<file path="config.mk">
export PLATFORM = sky130hd
export DESIGN_NAME = riscv_decode_stage
export DESIGN_NICKNAME = d
export VERILOG_FILES = /design/src/rtl/riscv_decode_stage.sv
export SDC_FILE = /design/constraint.sdc
export NUM_CORES = 1
export LEC_CHECK = 0
export BUFFER_PORTS_ARGS = -buffer_cell sky130_fd_sc_hd__buf_2
export CORE_ASPECT_RATIO = 0.5
export CORE_MARGIN = 2
export CORE_UTILIZATION = 30
export CTS_CLUSTER_SIZE = 28
export DETAILED_ROUTE_END_ITERATION = 12
export PLACE_DENSITY_LB_ADDON = 0.08
export SLEW_MARGIN = 20
export SYNTH_ARGS = -nofsm -noshare
export SYNTH_HDL_FRONTEND = slang
export SYNTH_SLANG_ARGS = --single-unit
</file>
<file path="constraint.sdc">
create_clock -name i_clk -period 18.8 [get_ports i_clk]
set_clock_uncertainty 0.1 [all_clocks]
set_input_delay 3.76 -clock i_clk [delete_from_list [all_inputs] [get_ports i_clk]]
set_output_delay 3.76 -clock i_clk [all_outputs]
set_load 0.05 [all_outputs]
</file>
<file path="src/rtl/riscv_decode_stage.sv">
// RV32I/RV64I decode stage: registered bundle, 1-entry skid, flush, illegal count.
// Ports: i_clk/i_rst; i_valid/o_ready/i_instr/i_pc/i_flush upstream; o_valid/i_ready + decoded bundle downstream.
module riscv_decode_stage #(
  parameter int XLEN  = 32,
  parameter int CNT_W = 8
) (
  input  logic             i_clk,
  input  logic             i_rst,
  input  logic             i_valid,
  output logic             o_ready,
  input  logic [31:0]      i_instr,
  input  logic [XLEN-1:0]  i_pc,
  input  logic             i_flush,
  output logic             o_valid,
  input  logic             i_ready,
  output logic [XLEN-1:0]  o_pc,
  output logic [4:0]       o_rs1,
  output logic [4:0]       o_rs2,
  output logic [4:0]       o_rd,
  output logic [2:0]       o_imm_src,
  output logic [XLEN-1:0]  o_imm,
  output logic             o_reg_write,
  output logic             o_mem_write,
  output logic             o_alu_src,
  output logic             o_branch,
  output logic             o_jump,
  output logic [1:0]       o_result_src,
  output logic [1:0]       o_alu_op,
  output logic             o_illegal,
  output logic [CNT_W-1:0] o_illegal_cnt
);

  typedef struct packed {
    logic [XLEN-1:0] pc;
    logic [4:0]      rs1;
    logic [4:0]      rs2;
    logic [4:0]      rd;
    logic [2:0]      imm_src;
    logic [XLEN-1:0] imm;
    logic            reg_write;
    logic            mem_write;
    logic            alu_src;
    logic            branch;
    logic            jump;
    logic [1:0]      result_src;
    logic [1:0]      alu_op;
    logic            illegal;
  } bundle_t;

  logic [6:0]  op;
  logic [31:0] imm_i;
  logic [31:0] imm_s;
  logic [31:0] imm_b;
  logic [31:0] imm_u;
  logic [31:0] imm_j;
  logic        is_load;
  logic        is_opimm;
  logic        is_jalr;
  logic        is_store;
  logic        is_branch;
  logic        is_rtype;
  logic        is_upper;
  logic        is_jal;

  bundle_t dec;
  bundle_t out_q;
  bundle_t skid_q;
  logic    out_vld;
  logic    skid_vld;
  logic [CNT_W-1:0] cnt;

  logic accept;
  logic xfer;
  logic load_out;

  assign op = i_instr[6:0];

  assign imm_i = {{20{i_instr[31]}}, i_instr[31:20]};
  assign imm_s = {{20{i_instr[31]}}, i_instr[31:25],
                  i_instr[11:7]};
  assign imm_b = {{19{i_instr[31]}}, i_instr[31],
                  i_instr[7], i_instr[30:25],
                  i_instr[11:8], 1'b0};
  assign imm_u = {i_instr[31:12], 12'b0};
  assign imm_j = {{11{i_instr[31]}}, i_instr[31],
                  i_instr[19:12], i_instr[20],
                  i_instr[30:21], 1'b0};

  assign is_load   = op == 7'b0000011;
  assign is_opimm  = op == 7'b0010011;
  assign is_jalr   = op == 7'b1100111;
  assign is_store  = op == 7'b0100011;
  assign is_branch = op == 7'b1100011;
  assign is_rtype  = op == 7'b0110011;
  assign is_upper  = (op == 7'b0110111)
                   || (op == 7'b0010111);
  assign is_jal    = op == 7'b1101111;

  always_comb begin
    dec         = '0;
    dec.pc      = i_pc;
    dec.rs1     = i_instr[19:15];
    dec.rs2     = i_instr[24:20];
    dec.rd      = i_instr[11:7];
    dec.imm_src = 3'b011;
    unique case (1'b1)
      is_load: begin
        dec.imm_src    = 3'b000;
        dec.imm        = XLEN'($signed(imm_i));
        dec.reg_write  = 1'b1;
        dec.alu_src    = 1'b1;
        dec.result_src = 2'b01;
      end
      is_opimm: begin
        dec.imm_src   = 3'b000;
        dec.imm       = XLEN'($signed(imm_i));
        dec.reg_write = 1'b1;
        dec.alu_src   = 1'b1;
        dec.alu_op    = 2'b10;
      end
      is_jalr: begin
        dec.imm_src    = 3'b000;
        dec.imm        = XLEN'($signed(imm_i));
        dec.reg_write  = 1'b1;
        dec.alu_src    = 1'b1;
        dec.jump       = 1'b1;
        dec.result_src = 2'b10;
      end
      is_store: begin
        dec.imm_src   = 3'b001;
        dec.imm       = XLEN'($signed(imm_s));
        dec.mem_write = 1'b1;
        dec.alu_src   = 1'b1;
      end
      is_branch: begin
        dec.imm_src = 3'b010;
        dec.imm     = XLEN'($signed(imm_b));
        dec.branch  = 1'b1;
        dec.alu_op  = 2'b01;
      end
      is_rtype: begin
        dec.reg_write = 1'b1;
        dec.alu_op    = 2'b10;
      end
      is_upper: begin
        dec.imm_src   = 3'b100;
        dec.imm       = XLEN'($signed(imm_u));
        dec.reg_write = 1'b1;
        dec.alu_src   = 1'b1;
      end
      is_jal: begin
        dec.imm_src    = 3'b101;
        dec.imm        = XLEN'($signed(imm_j));
        dec.reg_write  = 1'b1;
        dec.jump       = 1'b1;
        dec.result_src = 2'b10;
      end
      default: dec.illegal = 1'b1;
    endcase
  end

  // The skid can only fill while o_ready is high, so an
  // accept never coincides with a full skid.
  assign accept   = i_valid && o_ready;
  assign xfer     = out_vld && i_ready;
  assign load_out = !out_vld || xfer;

  always_ff @(posedge i_clk or posedge i_rst) begin
    if (i_rst) begin
      out_q         <= '0;
      out_q.imm_src <= 3'b011;
      skid_q        <= '0;
      out_vld       <= 1'b0;
      skid_vld      <= 1'b0;
      cnt           <= '0;
    end else begin
      if (i_flush) begin
        out_vld  <= 1'b0;
        skid_vld <= 1'b0;
      end else if (load_out) begin
        if (skid_vld) begin
          out_q    <= skid_q;
          out_vld  <= 1'b1;
          skid_vld <= 1'b0;
        end else begin
          out_vld <= accept;
          if (accept) out_q <= dec;
        end
      end else if (accept) begin
        skid_q   <= dec;
        skid_vld <= 1'b1;
      end
      if (accept && !i_flush && dec.illegal
          && cnt != {CNT_W{1'b1}})
        cnt <= cnt + 1'b1;
    end
  end

  assign o_ready       = !skid_vld;
  assign o_valid       = out_vld;
  assign o_pc          = out_q.pc;
  assign o_rs1         = out_q.rs1;
  assign o_rs2         = out_q.rs2;
  assign o_rd          = out_q.rd;
  assign o_imm_src     = out_q.imm_src;
  assign o_imm         = out_q.imm;
  assign o_reg_write   = out_q.reg_write;
  assign o_mem_write   = out_q.mem_write;
  assign o_alu_src     = out_q.alu_src;
  assign o_branch      = out_q.branch;
  assign o_jump        = out_q.jump;
  assign o_result_src  = out_q.result_src;
  assign o_alu_op      = out_q.alu_op;
  assign o_illegal     = out_q.illegal;
  assign o_illegal_cnt = cnt;

endmodule

</file>
==> flow_summary.yaml, run 1 <==
cells_and_area:
  synthToLayoutAreaGrowth_pct: 21.1
  num_antenna_cells: 0
  multi_input_area_sq_mm: 0.00335
  register_area_sq_mm: 0.00486
  fill_cells: 2841
  drive_gt1_frac: 0.227
  finalNetCount: 1097
floorplan:
  die_area_sq_mm: 0.0296
  core.rowCount: 43
  fp.coreArea_sq_mm: 0.0277
  start_util: 0.305
  die_w_microns: 241
  fp.dieH_microns: 123
  io_pins: 171
synth:
  synth.distinct_cells: 49
  async_reset_ff_frac: 1.00
  synth_top_area_share: 0.568
  synth_edf_count: 0
  ys_seq_area_frac: 0.574
  post-synth-top-count-cell: "nand2_1"
  synth_area_leaders: "dfrtp_1 (57%), nand2_1 (12%), o21ai_0 (6.2%), mux2i_1 (5.9%), a21oi_1 (3.2%)"
  syn_nets: 961
  avgSynthCellArea_sq_um: 9.49
  yosysTopAreaCell: "dfrtp_1"
  synthCells: 891
  synthFlopType: "dfrtp_1"
  synth_warnings: 0
  synth_seq_cells: 194
  syn-cell-area_sq_mm: 0.00846
  synthTopCellsByCount: "nand2_1 (265), dfrtp_1 (192), o21ai_0 (104)"
place:
  place_ws_ps: 12580
  dp_hpwl_microns: 14800
  gp_congestion: 0.743
  port_buffers: 170
clocking:
  clk_path_buf_depth: 2
  cts.htree.levels: 4
  cts_num_sinks: 194
  cts_resized: 0
  cts_root_buf: "clkbuf_16"
  cts_tree: "built"
  cts_hold_buf: 0
  clock_latency_ps: 440
  cts.clk_slew.worst_paths_ps: 70
  postCtsSetupRepairBufs: 0
  cts_buffers: 17
worst_setup_path:
  crit_fanout: 99
  cpPeakStageDelay_ps: 870
  criticalPathCategory: "in -> reg"
  required_ps: 19020
  cp_slowest_cell: "buf_4"
  crit_path_cell_trace: "buf_2, nor2b_1, or3_4, buf_4, nor2_1, a221o_1"
  endpoint_kind: "flop"
  worstSetupStartpointType: "input port"
  crit_arrival_ps: 5950
power_and_ir_drop:
  ir_worst_vdd_v: 0.0000683
  p_per_area_mw_per_mm2: 114
  power_leakage_nw: 4.85
run:
  drv.max_cap_violation_count: 0
global_route:
  met2_usage: 0.272
  use_met1: 0.229
  grt_pass1_wl_microns: 37700
  grt_max_degree: 124
  track_usage: 0.169
  grt_pass1_vias: 6594
  overflow: 0
  grtUsageMet3: 0.0382
  grt-busiest-layer: "met2"
  antenna_found_initial: 0
sta:
  period_minus_slack_ps: 5720
  finalHoldViolCount: 0
  timing.fmax_mhz: 175
  postLayoutSetupSlackWorst_ps: 13080
  rsz0062_at_grt: "false"
  worstMarginPinSlew_ps: 1060
  setup_tns_ps: 0
  setup_viol: 0
  slew_viol_final: 0
  finalCritPeriodShare: 0.304
  maxSlewHeadroom: 0.290
detailed_routing:
  drt_iter0_drc: 429
  wl_microns: 24000
  drc: 0
  avgRoutedWirePerCell_microns: 16.9
  postRouteAntennaNets: 0
  vias: 6677
  first_pass_iters: 4
  avgViaCountPerCell: 4.70
min_path:
  min_path_type: "reg -> reg"
outcome:
  outcome: "complete, no violations"
power breakdown:
part	internal, mW	total (mW)	leakage, nW	switching, mW
Sequential	0.481	0.518	2.48	0.0367
Combinational	0.0651	0.259	2.07	0.193
Clock	0.229	0.396	0.303	0.167
Total	0.775	1.17	4.85	0.397
worst max-delay path: cells and delay by family:
family,cells,cell delay [ps]
buffers and inverters,2,980
and+or+nand+nor,3,850
AOI/OAI and AO/OA,1,320
cell type report:
cell class | instances | share of cell area
well taps | 382 | 0.0467
multi-input cells | 632 | 0.327
inverters | 3 | 0.00183
repair buffers | 179 | 0.0897
flip-flops and latches | 194 | 0.475
clock inverters | 10 | 0.0153
clock buffers | 21 | 0.0450
worst paths after layout:
path                           from   endpoint  slack [ps]  depth (start not counted)
max                         i_ready   o_imm[0]       13080                          6
min in group asynchronous     i_rst    o_pc[4]        3370                          2
min reg2reg                o_pc[18]   o_pc[18]         370                          2
min                        o_pc[18]   o_pc[18]         370                          2
max reg2reg                skid_vld  skid_q[3]       15270                          5
max in group asynchronous     i_rst  skid_q[1]       13660                          3
metrics by stage:
| stage | utilization | instance area [sq um] | instances | hold slack [ps] | power [mW] |
|---|---|---|---|---|---|
| 2_1_floorplan | - | 8460 | 891 | 342 | 0.713 |
| 3_3_place_gp | 0.347 | 9620 | 1390 | 353 | 0.783 |
| 3_5_place_dp | 0.347 | 9620 | 1390 | 362 | 0.788 |
| 4_1_cts | 0.369 | 10200 | 1421 | 380 | 1.19 |
| 5_1_grt | 0.370 | 10200 | 1421 | 397 | 1.23 |
| 6_report | 0.370 | 10200 | 1421 | 375 | 1.17 |
sequential cells by signal, indices dropped and copies added, names as in the netlist, 2 cells and up:
name and flops:
o_result_src 2, o_pc 32, o_rs1 5, o_alu_op 2, skid_q 92, o_imm_src 3
o_illegal_cnt 8, o_imm 32, o_rs2 5, o_rd 5
per-layer routing:
| layer | vias up | share of wire |
|---|---|---|
| met3 | 18 | 0.034 |
| met5 | - | 0 |
| met1 | 3279 | 0.48 |
| met2 | 104 | 0.47 |
| li1 | 3276 | - |
| met4 | 0 | 0.011 |
cells in the final DEF, fill, tap and decap left out, drive strengths merged, types with 2 or more instances in the layout:
| master | instances |
|---|---|
| a211oi | 2 |
| a21o | 3 |
| a21oi | 67 |
| a22oi | 4 |
| a31oi | 3 |
| and2 | 3 |
| and3 | 15 |
| buf | 179 |
| bufinv | 4 |
| clkbuf | 21 |
| clkinv | 4 |
| dfrtp | 192 |
| dfstp | 2 |
| inv | 4 |
| mux2 | 4 |
| mux2i | 50 |
| nand2 | 265 |
| nand2b | 4 |
| nand3 | 10 |
| nand4 | 4 |
| nand4b | 2 |
| nor2 | 36 |
| nor2b | 2 |
| nor3 | 5 |
| o211ai | 5 |
| o21ai | 105 |
| o22ai | 9 |
| or2 | 2 |
| or3 | 13 |
| xnor2 | 7 |
cells by family (layout without fill, tap and decap cells):
logic type	count (synthesis)	after routing	synth area share
XOR/XNOR	7	7	0.00725
multiplexers	54	54	0.0645
AND/OR/NAND/NOR	367	367	0.183
flip-flops	194	194	0.574
AO/OA/AOI/OAI	203	203	0.136
buffers and inverters	65	213	0.0340
adder cells (fa/ha/maj)	1	1	0.00148
Power figures use the tool's default switching activity.
==> inputs of run 2 (changes only) <==
- clock period: 18.8 -> 5.6 ns (I/O delays scaled with it)
==> run 2 against run 1 <==
Wire length fell by 0.14%. Final cell count grew 0.28%. Hold slack worse by 1.7 ps. First-iteration DRC count rose by 56%. Critical path depth decreased by 4. Non-clock buffer count rose by 2. Sequential power grew to 3.3 times the previous value. Total power grew to 3.3 times the previous value. Setup slack got worse by 11000 ps. Flip-flop and latch count did not move. Register-to-register slack lost 13000 ps. Final area barely moved. Critical path type is now reg -> out.
==> flow_summary.yaml, run 2 (synthesized netlist as in run 1, its figures left out) <==
cells_and_area:
  largest-register: "skid_q"
  multi_input_area_sq_mm: 0.00334
  final_cells: 1425
  synthToLayoutAreaGrowth_pct: 21.0
  layout_common_cells: "nand2_1 (265), dfrtp_1 (191), buf_2 (170)"
  finalNetCount: 1099
  register_area_sq_mm: 0.00486
  final_common_cell: "nand2_1"
  fill_cells: 2891
  largest_reg_flops: 92
  drive_gt1_frac: 0.227
clocking:
  cts.clk_slew.worst_paths_ps: 70
  postCtsSetupRepairBufs: 0
  cts_tree: "built"
  clock_latency_ps: 450
  cts_resized: 0
  clk_path_buf_depth: 2
  cts_hold_buf: 0
  cts_buffers: 17
  cts_num_sinks: 194
  cts.htree.levels: 4
  cts_root_buf: "clkbuf_16"
sta:
  maxSlewHeadroom: 0.329
  setup_viol: 0
  setup_tns_ps: 0
  period_minus_slack_ps: 3490
  timing.fmax_mhz: 287
  slew_viol_final: 0
  finalHoldViolCount: 0
  worstMarginPinSlew_ps: 1010
  rsz0062_at_grt: "false"
  postLayoutSetupSlackWorst_ps: 2110
  finalCritPeriodShare: 0.623
detailed_routing:
  vias: 6693
  wl_microns: 24000
  postRouteAntennaNets: 0
  first_pass_iters: 5
  avgViaCountPerCell: 4.70
  drt_iter0_drc: 669
  avgRoutedWirePerCell_microns: 16.8
  drc: 0
global_route:
  grt_max_degree: 105
  antenna_found_initial: 1
  overflow: 0
  grt-busiest-layer: "met2"
  grt_pass1_wl_microns: 37900
  grtUsageMet3: 0.0364
  use_met1: 0.228
  track_usage: 0.170
  met2_usage: 0.271
  grt_pass1_vias: 6516
power_and_ir_drop:
  swShare: 0.345
  power_leakage_nw: 4.85
  p_seq_frac: 0.451
  ir_worst_vdd_v: 0.000240
  power_frac_comb: 0.228
  p_sw_mw: 1.33
  total_power_mw: 3.84
  clockPowerShare: 0.321
  p_per_area_mw_per_mm2: 375
  internal_power_mw: 2.52
worst_setup_path:
  crit_buf_inv: 2
  cp_slowest_cell: "dfrtp_4"
  criticalPathCategory: "reg -> out"
  required_ps: 4380
  worstSetupStartpointType: "flop"
  endpoint_kind: "output pin"
  crit_path_cell_trace: "inv_1, buf_2"
  critical-path-top-delay-family: "flip-flops"
  crit_arrival_ps: 2270
  cpPeakStageDelay_ps: 910
  crit_fanout: 43
place:
  place_ws_ps: 2370
  gp_congestion: 0.802
  port_buffers: 170
  dp_hpwl_microns: 15500
  dp_cells: 1392
floorplan:
  core.rowCount: 43
  die_area_sq_mm: 0.0296
  fp.coreArea_sq_mm: 0.0277
  start_util: 0.305
  fp.dieH_microns: 123
  die_w_microns: 241
  io_pins: 171
outcome:
  outcome: "complete, no violations"
min_path:
  min_path_type: "reg -> reg"
run:
  drv.max_cap_violation_count: 0
[run 2: cell types whose count changed in the layout (fill, tap and decap cells not counted), sizes merged]
| cell | change |
|---|---|
| buf | +2 |
| inv | -1 |
| clkinv | +3 |
| clkbuf | +1 |
| diode | +1 |
| bufinv | -2 |
[run 2: final timing paths]
| check | from | end | slack [ps] | cells after the start |
|---|---|---|---|---|
| worst max-delay path | skid_vld | o_ready | 2110 | 2 |
| worst min-delay path | o_pc[18] | o_pc[18] | 370 | 2 |
| worst max register to register | skid_vld | skid_q[3] | 2750 | 4 |
| worst min register to register | o_pc[18] | o_pc[18] | 370 | 2 |
| max in group asynchronous | i_rst | skid_vld | 3380 | 3 |
| min in group asynchronous | i_rst | o_pc[1] | 720 | 2 |
[run 2: cell type report]
type                            count  share of cell area
Clock inverter                     10              0.0105
Timing Repair Buffer              181              0.0943
Antenna cell                        1            0.000244
Multi-Input combinational cell    632               0.327
Tap cell                          382              0.0467
Sequential cell                   194               0.475
Inverter                            3             0.00147
Clock buffer                       22              0.0453
[run 2: per-stage QoR]
| stage | instance area, sq um | utilization | hold slack, ps |
|---|---|---|---|
| after floorplan | 8460 | - | 342 |
| after global placement | 9640 | 0.348 | 354 |
| after detailed placement | 9660 | 0.349 | 362 |
| after CTS | 10200 | 0.369 | 379 |
| after global routing | 10200 | 0.370 | 396 |
| final | 10200 | 0.370 | 373 |
[run 2: worst min-delay path: cells and delay by family (launching register included)]
kind | cells | cell delay (ps)
compound gates | 1 | 60
simple gates | 1 | 40
flops | 1 | 340
[run 2: power groups by stage]
stage                     registers, mW  logic, mW  clock network (mW)
after floorplan                    2.11      0.281                   0
after global placement             1.76      0.879                   0
after detailed placement           1.76      0.884                   0
after CTS                          1.74      0.887                1.27
after global routing               1.76      0.956                1.33
final                              1.73      0.874                1.23
[run 2: metal layers]
metal | vias to the layer above | wire (microns)
li1 | 3285 | -
met1 | 3255 | 11100
met3 | 29 | 939
met4 | 0 | 401
met2 | 124 | 11500
met5 | - | 0
==> inputs of run 3 (changes only) <==
- clock period: 5.6 -> 3.4 ns (I/O delays scaled with it)
==> run 3 against run 2 <==
Register-to-register slack got worse by 1800 ps. Via count fell by 0.76%. Sequential power rose by 65%. Global-route usage fell by 0.22 points. Flip-flop and latch count unchanged. Critical path depth unchanged. Core utilization increased by 0.57 points. Wire length is 0.96% lower. Combinational power increased by 66%. Final cell count grew 0.56%. Clock power rose by 77%. Largest power group unchanged.
==> flow_summary.yaml, run 3 (synthesized netlist as in run 1, its figures left out) <==
clocking:
  clk_path_buf_depth: 2
  cts_tree: "built"
  postCtsSetupRepairBufs: 0
  cts.htree.levels: 4
  cts.clk_slew.worst_paths_ps: 70
  cts_hold_buf: 0
  cts_buffers: 17
  cts_num_sinks: 194
  clock_latency_ps: 450
  cts_resized: 0
  cts_root_buf: "clkbuf_16"
detailed_routing:
  vias: 6642
  avgViaCountPerCell: 4.64
  avgRoutedWirePerCell_microns: 16.6
  drc: 0
  wl_microns: 23700
  postRouteAntennaNets: 0
  first_pass_iters: 4
  drt_iter0_drc: 434
sta:
  worstMarginPinSlew_ps: 876
  timing.fmax_mhz: 402
  finalHoldViolCount: 0
  rsz0062_at_grt: "false"
  maxSlewHeadroom: 0.416
  setup_tns_ps: 0
  finalCritPeriodShare: 0.732
  period_minus_slack_ps: 2490
  setup_viol: 0
  slew_viol_final: 0
worst_setup_path:
  crit_buf_inv: 2
  r2r_end: "o_imm[16]"
  cpPeakStageDelay_ps: 730
  crit_path_cell_trace: "inv_1, buf_2"
  endpoint_kind: "output pin"
  crit_arrival_ps: 1710
  required_ps: 2620
  criticalPathCategory: "reg -> out"
  r2r-start: "skid_vld"
  ff2ff_path_depth: 5
  cp_slowest_cell: "dfrtp_4"
  critical-path-top-delay-family: "flip-flops"
  worstSetupStartpointType: "flop"
  r2r_setup_slack_ps: 920
  crit_fanout: 26
floorplan:
  io_pins: 171
  fp.coreArea_sq_mm: 0.0277
  core.rowCount: 43
  fp.dieH_microns: 123
  die_area_sq_mm: 0.0296
  die_w_microns: 241
  start_util: 0.305
global_route:
  track_usage: 0.167
  grt_pass1_vias: 6474
  overflow: 0
  grt_max_degree: 74
  grt_pass1_wl_microns: 37300
  antenna_found_initial: 1
power_and_ir_drop:
  p_seq_frac: 0.441
  power_leakage_nw: 4.91
  p_per_area_mw_per_mm2: 624
  ir_worst_vdd_v: 0.000390
  clockPowerShare: 0.336
  power_frac_comb: 0.223
  swShare: 0.339
  total_power_mw: 6.49
  internal_power_mw: 4.28
  p_sw_mw: 2.20
place:
  dp_hpwl_microns: 15900
  gp_congestion: 0.828
  port_buffers: 170
cells_and_area:
  largest_reg_flops: 92
  largest-register: "skid_q"
  register_area_sq_mm: 0.00486
  finalNetCount: 1107
  layout_common_cells: "nand2_1 (265), dfrtp_1 (191), buf_2 (170)"
  fill_cells: 2790
  drive_gt1_frac: 0.235
  multi_input_area_sq_mm: 0.00334
  final_common_cell: "nand2_1"
  synthToLayoutAreaGrowth_pct: 22.9
outcome:
  outcome: "complete, no violations"
run:
  drv.max_cap_violation_count: 0
min_path:
  min_path_type: "in -> async"
run 3: cell count changes in the layout (fill, tap and decap cells not counted):
cell,before,now
clkbuf_1,3,1
bufinv_16,2,4
inv_6,1,0
buf_12,1,6
clkbuf_8,2,1
clkinvlp_4,1,6
buf_16,1,0
buf_4,9,13
clkinv_2,6,2
clkinv_4,1,2
run 3: layer usage:
metal / vias up / part of all wire / wire length, microns / global-route usage
met1: 3225 / 0.47 / 11200 / 0.221
met5: - / 0 / 0 / 0
met4: 0 / 0.010 / 246 / 0.0471
li1: 3297 / - / - / -
met3: 19 / 0.033 / 774 / 0.0414
met2: 101 / 0.49 / 11500 / 0.275
run 3: how the worst max path moves through the flow:
stage | start | to | slack, ps | cells past startpoint
3_3_place_gp | i_instr[2] | o_imm[30] | 690 | 6
3_5_place_dp | i_instr[4] | skid_q[38] | 650 | 6
6_report | skid_vld | o_ready | 910 | 2
4_1_cts | skid_vld | o_ready | 840 | 2
2_1_floorplan | i_rst | o_alu_op[0] | 120 | 1
5_1_grt | skid_vld | o_imm[16] | 750 | 5
run 3: cell type report:
type                            count  share of cell area
Tap cell                          382              0.0460
Sequential cell                   194               0.468
Inverter                            3             0.00144
Antenna cell                        1            0.000241
Timing Repair Buffer              189               0.103
Clock inverter                     13              0.0178
Multi-Input combinational cell    632               0.322
Clock buffer                       19              0.0426
run 3: per-stage QoR:
step	cell area [sq um]	hold slack, ps	instances	utilization	worst slack (ps)
detailed placement	9770	362	1400	0.352	648
CTS	10400	257	1432	0.375	835
finish	10400	253	1433	0.375	911
global route	10400	285	1433	0.375	749
floorplan	8460	342	891	-	117
global placement	9770	355	1400	0.352	694
run 3: power by group through the flow:
stage	registers, mW	clock network (mW)	logic (mW)
3_5_place_dp	2.91	0	1.47
6_report	2.86	2.18	1.45
5_1_grt	2.91	2.35	1.57
3_3_place_gp	2.90	0	1.45
2_1_floorplan	3.48	0	0.462
4_1_cts	2.87	2.25	1.47
run 3: worst reg2reg max path: stages (launching register included):
cell and delay [ps]:
dfrtp_4 670, nor2_1 330, or3_4 720, buf_4 350
a21oi_1 70, o22ai_1 150
